--- src/rtl/branch_ctrl_pkg.sv ---
// Shared encodings for the EX-stage branch controller: branch types, FSM states
// and the conditional-branch classifier used by the statistics logic.
package branch_ctrl_pkg;

    typedef enum logic [2:0] {
        BR_BEQ  = 3'b000,
        BR_BNE  = 3'b001,
        BR_NONE = 3'b010,
        BR_JUMP = 3'b011,
        BR_BLT  = 3'b100,
        BR_BGE  = 3'b101,
        BR_BLTU = 3'b110,
        BR_BGEU = 3'b111
    } br_type_e;

    typedef enum logic {
        ST_IDLE     = 1'b0,
        ST_REDIRECT = 1'b1
    } state_e;

    // Conditional branches are beq, bne and the whole 1xx group.
    function automatic logic is_cond_branch(input logic [2:0] br_type);
        return (br_type == BR_BEQ) || (br_type == BR_BNE) || br_type[2];
    endfunction

endpackage

--- src/rtl/branch_ctrl_if.sv ---
// EX-stage branch bus between the pipeline and branch_ctrl.
// The master is the pipeline (plus the branch-condition unit); the slave is the controller.
interface branch_ctrl_if #(
    parameter int XLEN  = 32,
    parameter int CNT_W = 32
) ();
    logic             ex_valid;
    logic [2:0]       ex_br_type;
    logic [XLEN-1:0]  ex_target;
    logic             stall;
    logic [2:0]       bc_type;
    logic             bc_taken;
    logic             pc_sel;
    logic [XLEN-1:0]  redirect_pc;
    logic             flush;
    logic             misalign_exc;
    logic [CNT_W-1:0] br_cnt;
    logic [CNT_W-1:0] taken_cnt;

    modport master (
        output ex_valid, ex_br_type, ex_target, stall, bc_taken,
        input  bc_type, pc_sel, redirect_pc, flush, misalign_exc, br_cnt, taken_cnt
    );

    modport slave (
        input  ex_valid, ex_br_type, ex_target, stall, bc_taken,
        output bc_type, pc_sel, redirect_pc, flush, misalign_exc, br_cnt, taken_cnt
    );
endinterface

--- src/rtl/branch_ctrl_stat_counter.sv ---
// Free-running event counter with enable; wraps modulo 2^CNT_W.
module br_stat_counter #(
    parameter int CNT_W = 32
) (
    input  logic             clk,
    input  logic             rst,
    input  logic             en,
    output logic [CNT_W-1:0] count
);

    always_ff @(posedge clk) begin
        if (rst)
            count <= '0;
        else if (en)
            count <= count + CNT_W'(1);
    end

endmodule

--- src/rtl/branch_ctrl.sv ---
// EX-stage branch sequencer: gates the branch-condition unit, latches taken targets,
// drives the fetch redirect/flush and counts resolved branches.
//
//   state       | meaning
//   ------------+---------------------------------------------------------
//   ST_IDLE     | EX content is on the correct path; branches may resolve
//   ST_REDIRECT | fetch redirected to redirect_pc, EX content is wrong path
module branch_ctrl #(
    parameter int XLEN  = 32,
    parameter int CNT_W = 32
) (
    input logic          clk,
    input logic          rst,
    branch_ctrl_if.slave bus
);
    import branch_ctrl_pkg::*;

    state_e          state_q;
    state_e          state_d;
    logic            resolve;
    logic            target_ok;
    logic            redir_go;
    logic            misal_go;
    logic [XLEN-1:0] redirect_q;
    logic            misal_q;

    assign resolve   = (state_q == ST_IDLE) && bus.ex_valid && !bus.stall &&
                       (bus.ex_br_type != BR_NONE);
    assign target_ok = (bus.ex_target[1:0] == 2'b00);
    assign redir_go  = resolve && bus.bc_taken && target_ok;
    assign misal_go  = resolve && bus.bc_taken && !target_ok;

    always_ff @(posedge clk) begin
        if (rst)
            state_q <= ST_IDLE;
        else
            state_q <= state_d;
    end

    always_comb begin
        state_d = state_q;
        case (state_q)
            ST_IDLE:     if (redir_go) state_d = ST_REDIRECT;
            ST_REDIRECT: if (!bus.stall) state_d = ST_IDLE;
            default:     state_d = ST_IDLE;
        endcase
    end

    always_comb begin
        bus.pc_sel  = (state_q == ST_REDIRECT);
        bus.flush   = (state_q == ST_REDIRECT);
        bus.bc_type = (bus.ex_valid && state_q == ST_IDLE) ? bus.ex_br_type : BR_NONE;
    end

    // Target only loads on a fresh redirect, so it stays stable across stalls.
    always_ff @(posedge clk) begin
        if (rst) begin
            redirect_q <= '0;
            misal_q    <= 1'b0;
        end else begin
            if (redir_go)
                redirect_q <= bus.ex_target;
            misal_q <= misal_go;
        end
    end

    assign bus.redirect_pc  = redirect_q;
    assign bus.misalign_exc = misal_q;

    br_stat_counter #(.CNT_W(CNT_W)) u_br_cnt (
        .clk   (clk),
        .rst   (rst),
        .en    (resolve && is_cond_branch(bus.ex_br_type)),
        .count (bus.br_cnt)
    );

    br_stat_counter #(.CNT_W(CNT_W)) u_taken_cnt (
        .clk   (clk),
        .rst   (rst),
        .en    (resolve && bus.bc_taken),
        .count (bus.taken_cnt)
    );

endmodule
--- src/flat_wrapper.sv ---
// flat-port wrapper written by rule: the top's interface ports become plain ports
module branch_ctrl_flat import branch_ctrl_pkg::*;
#(
    parameter int XLEN  = 32,
    parameter int CNT_W = 32
)
  (clk, rst, bus_ex_valid, bus_ex_br_type, bus_ex_target, bus_stall, bus_bc_taken, bus_bc_type, bus_pc_sel, bus_redirect_pc, bus_flush, bus_misalign_exc, bus_br_cnt, bus_taken_cnt);
  branch_ctrl_if #(.XLEN(XLEN), .CNT_W(CNT_W)) bus_i ();
  input logic clk;
  input logic rst;
  input wire logic [$bits(bus_i.ex_valid)-1:0] bus_ex_valid;
  input wire logic [$bits(bus_i.ex_br_type)-1:0] bus_ex_br_type;
  input wire logic [$bits(bus_i.ex_target)-1:0] bus_ex_target;
  input wire logic [$bits(bus_i.stall)-1:0] bus_stall;
  input wire logic [$bits(bus_i.bc_taken)-1:0] bus_bc_taken;
  output wire logic [$bits(bus_i.bc_type)-1:0] bus_bc_type;
  output wire logic [$bits(bus_i.pc_sel)-1:0] bus_pc_sel;
  output wire logic [$bits(bus_i.redirect_pc)-1:0] bus_redirect_pc;
  output wire logic [$bits(bus_i.flush)-1:0] bus_flush;
  output wire logic [$bits(bus_i.misalign_exc)-1:0] bus_misalign_exc;
  output wire logic [$bits(bus_i.br_cnt)-1:0] bus_br_cnt;
  output wire logic [$bits(bus_i.taken_cnt)-1:0] bus_taken_cnt;
  assign bus_i.ex_valid = bus_ex_valid;
  assign bus_i.ex_br_type = bus_ex_br_type;
  assign bus_i.ex_target = bus_ex_target;
  assign bus_i.stall = bus_stall;
  assign bus_i.bc_taken = bus_bc_taken;
  assign bus_bc_type = bus_i.bc_type;
  assign bus_pc_sel = bus_i.pc_sel;
  assign bus_redirect_pc = bus_i.redirect_pc;
  assign bus_flush = bus_i.flush;
  assign bus_misalign_exc = bus_i.misalign_exc;
  assign bus_br_cnt = bus_i.br_cnt;
  assign bus_taken_cnt = bus_i.taken_cnt;
  branch_ctrl #(.XLEN(XLEN), .CNT_W(CNT_W)) u_core (.clk(clk), .rst(rst), .bus(bus_i));
endmodule
--- config.mk ---
export PLATFORM = sky130hd
export DESIGN_NAME = branch_ctrl_flat
export DESIGN_NICKNAME = d
export VERILOG_FILES = /design/src/rtl/branch_ctrl_pkg.sv /design/src/rtl/branch_ctrl_if.sv /design/src/rtl/branch_ctrl_stat_counter.sv /design/src/rtl/branch_ctrl.sv /design/src/flat_wrapper.sv
export SDC_FILE = /design/constraint.sdc
export NUM_CORES = 1
export LEC_CHECK = 0
export BUFFER_PORTS_ARGS = -buffer_cell sky130_fd_sc_hd__buf_2
export CAP_MARGIN = 20
export CELL_PAD_IN_SITES_DETAIL_PLACEMENT = 1
export CELL_PAD_IN_SITES_GLOBAL_PLACEMENT = 1
export CORE_AREA = 2 2 138 100
export DETAILED_ROUTE_END_ITERATION = 7
export DIE_AREA = 0 0 140 102
export PLACE_DENSITY_LB_ADDON = 0.1
export SETUP_SLACK_MARGIN = 0.2
export SLEW_MARGIN = 40
export SYNTH_ARGS = -nofsm -noshare
export SYNTH_HDL_FRONTEND = slang
export SYNTH_SLANG_ARGS = --single-unit
--- constraint.sdc ---
create_clock -name clk -period 1.67 [get_ports clk]
set_input_delay 0.334 -clock clk [delete_from_list [all_inputs] [get_ports clk]]
set_output_delay 0.334 -clock clk [all_outputs]
set_load 0.05 [all_outputs]
==> flow_summary.toml <==
[clock_tree]
cts_made_buffers = 9
cts.htree.levels = 3
clockBufferDepth = 2
clockRootBuffer = "clkbuf_16"
clk_latency_ns = 0.35
cts_tree = "yes"
clock-sinks = 98
clk_pin_slew_worst_paths_ns = 0.07
hold_buffers = 0

[sta]
rsz0062_at_grt = "true"
layout_worst_path_cycle_share_pct = 106
finalSetupViolCount = 58
fmax_mhz = 563
setup_ws_ns = -0.107
tightest_slew_ns = 0.518
slew_violations = 0
max_slew_margin_pct = 65.5
holdWs_ns = 0.221
period_needed_ns = 1.78
hold_violations = 0
skew_ns = 0.00991

[drt]
drc = 3
vias = 4189
ant_nets = 0
routed_wl_um = 14100
wl_per_cell_um = 16.4
via_per_inst = 4.88
dr.pass1.iters = 6
drt_iter0_markers = 97

[pwr]
vdd_ir_drop_max_uv = 555
p_leak_nw = 3.03
power_density_nw_per_um2 = 717

[die]
rows = 35
dieArea_um2 = 14300
floorplan.initialDensity_pct = 31.4
ios = 142
die_x_um = 140
die_h_um = 102
core-area_um2 = 12900

[global_routing]
grt_max_degree = 37
grt.total_usage_pct = 18.9
first_global_vias = 4193
grt_pass1_wl_um = 21600
grt_overflow = 0
antenna_found_initial = 0

[synthesis]
syn_nets = 521
synth_cell_types = 37
syn_area_um2 = 4060
synth_area_per_cell_um2 = 8.47
syn_inst = 479
ys_seq_elements = 98
seq_area_frac_synth_pct = 48.4
synth_warnings = 0

[final_layout]
layout_common_cells = "buf_2 (133), nor2_1 (56), buf_4 (49)"
n_fill_cell = 1464
instances_no_fill = 858
final_area_um2 = 6840
final_common_cell = "buf_2"
syn_to_final_growth_pct = 68.6
n_antenna_cell = 0
layout-drive-gt1-share_pct = 57.7
final_util_pct = 52.9
finalNetCount = 729

[min_path]
hold_class = "in -> reg"

[place]
place_hpwl_um = 9330
post_dp_cell_area_um2 = 5500
globalplace.congestion = 0.785
port_buffers = 141
placedCellCount = 809

[job]
maxCapViolCount = 0

[critical_path]
arrival_ns = 2.05
cp_max_fo = 4
critPathLaunchType = "flip-flop"
required_ns = 1.94
cp-end-kind = "flip-flop"
critPathKind = "reg -> reg"

[outcome]
violations = "design-rule violations, negative setup slack"
outcome = "finished with violations"
[state kept, by name, indices dropped and copies added, names as in the netlist]
| signal | flops |
|---|---|
| u_core.u_taken_cnt.count | 32 |
| u_core.bus.flush | 1 |
| u_core.bus.misalign_exc | 1 |
| u_core.bus.redirect_pc | 32 |
| u_core.u_br_cnt.count | 32 |
[timing repair]
item,in CTS,in global routing
setup endpoints to repair,73,97
pin swaps,66,63
gates cloned,5,1
setup buffers,11,16
gates resized for setup,105,78
[synth_stat cells (all sizes together)]
library cell   n  area (um2)
xnor2          9        78.8
clkbuf        20        75.1
or4            1        7.51
nand2b         2        12.5
o31ai          1        7.51
nor2          58         218
nor3b          5        37.5
nand4bb        1        11.3
inv            5        18.8
nor3           6        35.0
a21oi         44         220
ha             2        25.0
dfxtp         98        1960
nor4           4        46.3
nand3         23         125
and4           6        52.6
and3b          1        8.76
nand4b         1        8.76
nand2         81         304
and2           3        18.8
xor2          41         359
o21ai         12        60.1
or3           11        68.8
nand4         27         181
and3          11        70.1
buf            3        16.3
nor2b          1        6.26
and4b          1        10.0
mux2i          1        10.0
[cells by family (layout without fill, tap and decap cells)]
group           Yosys count  count (layout)  share of synthesized area (%)
fa+ha+maj                 2               2                          0.617
xor+xnor                 50              50                           10.8
compound gates           57              57                           7.10
mux                       1               1                          0.247
simple gates            243             244                           30.1
buf+inv                  28             240                           2.72
flops                    98              98                           48.4
[worst paths after layout]
check	from	end	slack, ns	depth (start not counted)
worst max-delay path	u_core.bus.flush	u_core.u_taken_cnt.count[21]	-0.11	7
worst min-delay path	bus_ex_target[2]	u_core.bus.redirect_pc[2]	0.22	3
worst max register to register	u_core.bus.flush	u_core.u_taken_cnt.count[21]	-0.11	7
worst min register to register	u_core.bus.redirect_pc[19]	u_core.bus.redirect_pc[19]	0.46	2
[routing by layer]
| metal | up-vias | track usage [%] | part of all wire (%) |
|---|---|---|---|
| met1 | 2031 | 24.2 | 45 |
| met2 | 80 | 32.5 | 50 |
| met3 | 14 | 4.40 | 3.9 |
| met5 | - | 0 | 0 |
| li1 | 2064 | - | - |
| met4 | 0 | 5.21 | 1.1 |
[through the flow]
step | power (W) | worst slack (ns) | TNS [ns]
floorplan | 0.00251 | -0.113 | -0.857
finish | 0.00490 | -0.107 | -2.25
global placement | 0.00262 | -0.171 | -0.764
global route | 0.00508 | -0.198 | -7.17
CTS | 0.00493 | -0.0767 | -0.386
detailed placement | 0.00262 | -0.200 | -1.81
[layout make-up]
type | instances | area (um2) | share of cell area (%)
Multi-Input combinational cell | 354 | 2590 | 37.8
Timing Repair Buffer | 219 | 1580 | 23.1
Inverter | 5 | 18.8 | 0.275
Clock buffer | 13 | 314 | 4.59
Tap cell | 166 | 208 | 3.04
Clock inverter | 3 | 20.0 | 0.293
Sequential cell | 98 | 2110 | 30.9
[power breakdown]
group | internal (W) | total [W] | switching [W]
sequential | 0.00230 | 0.00231 | 0.0000103
combinational | 0.000125 | 0.000328 | 0.000203
clock | 0.00133 | 0.00226 | 0.000935
total | 0.00375 | 0.00490 | 0.00115
[critical path, stage by stage, from the launching register on]
cell and delay (ns):
dfxtp_4 0.35, nand4bb_4 0.30, buf_12 0.18, nor3_4 0.18
buf_6 0.15, nand3_4 0.08, or3_4 0.33, a21oi_1 0.13
(Power assumes the default switching activity.)
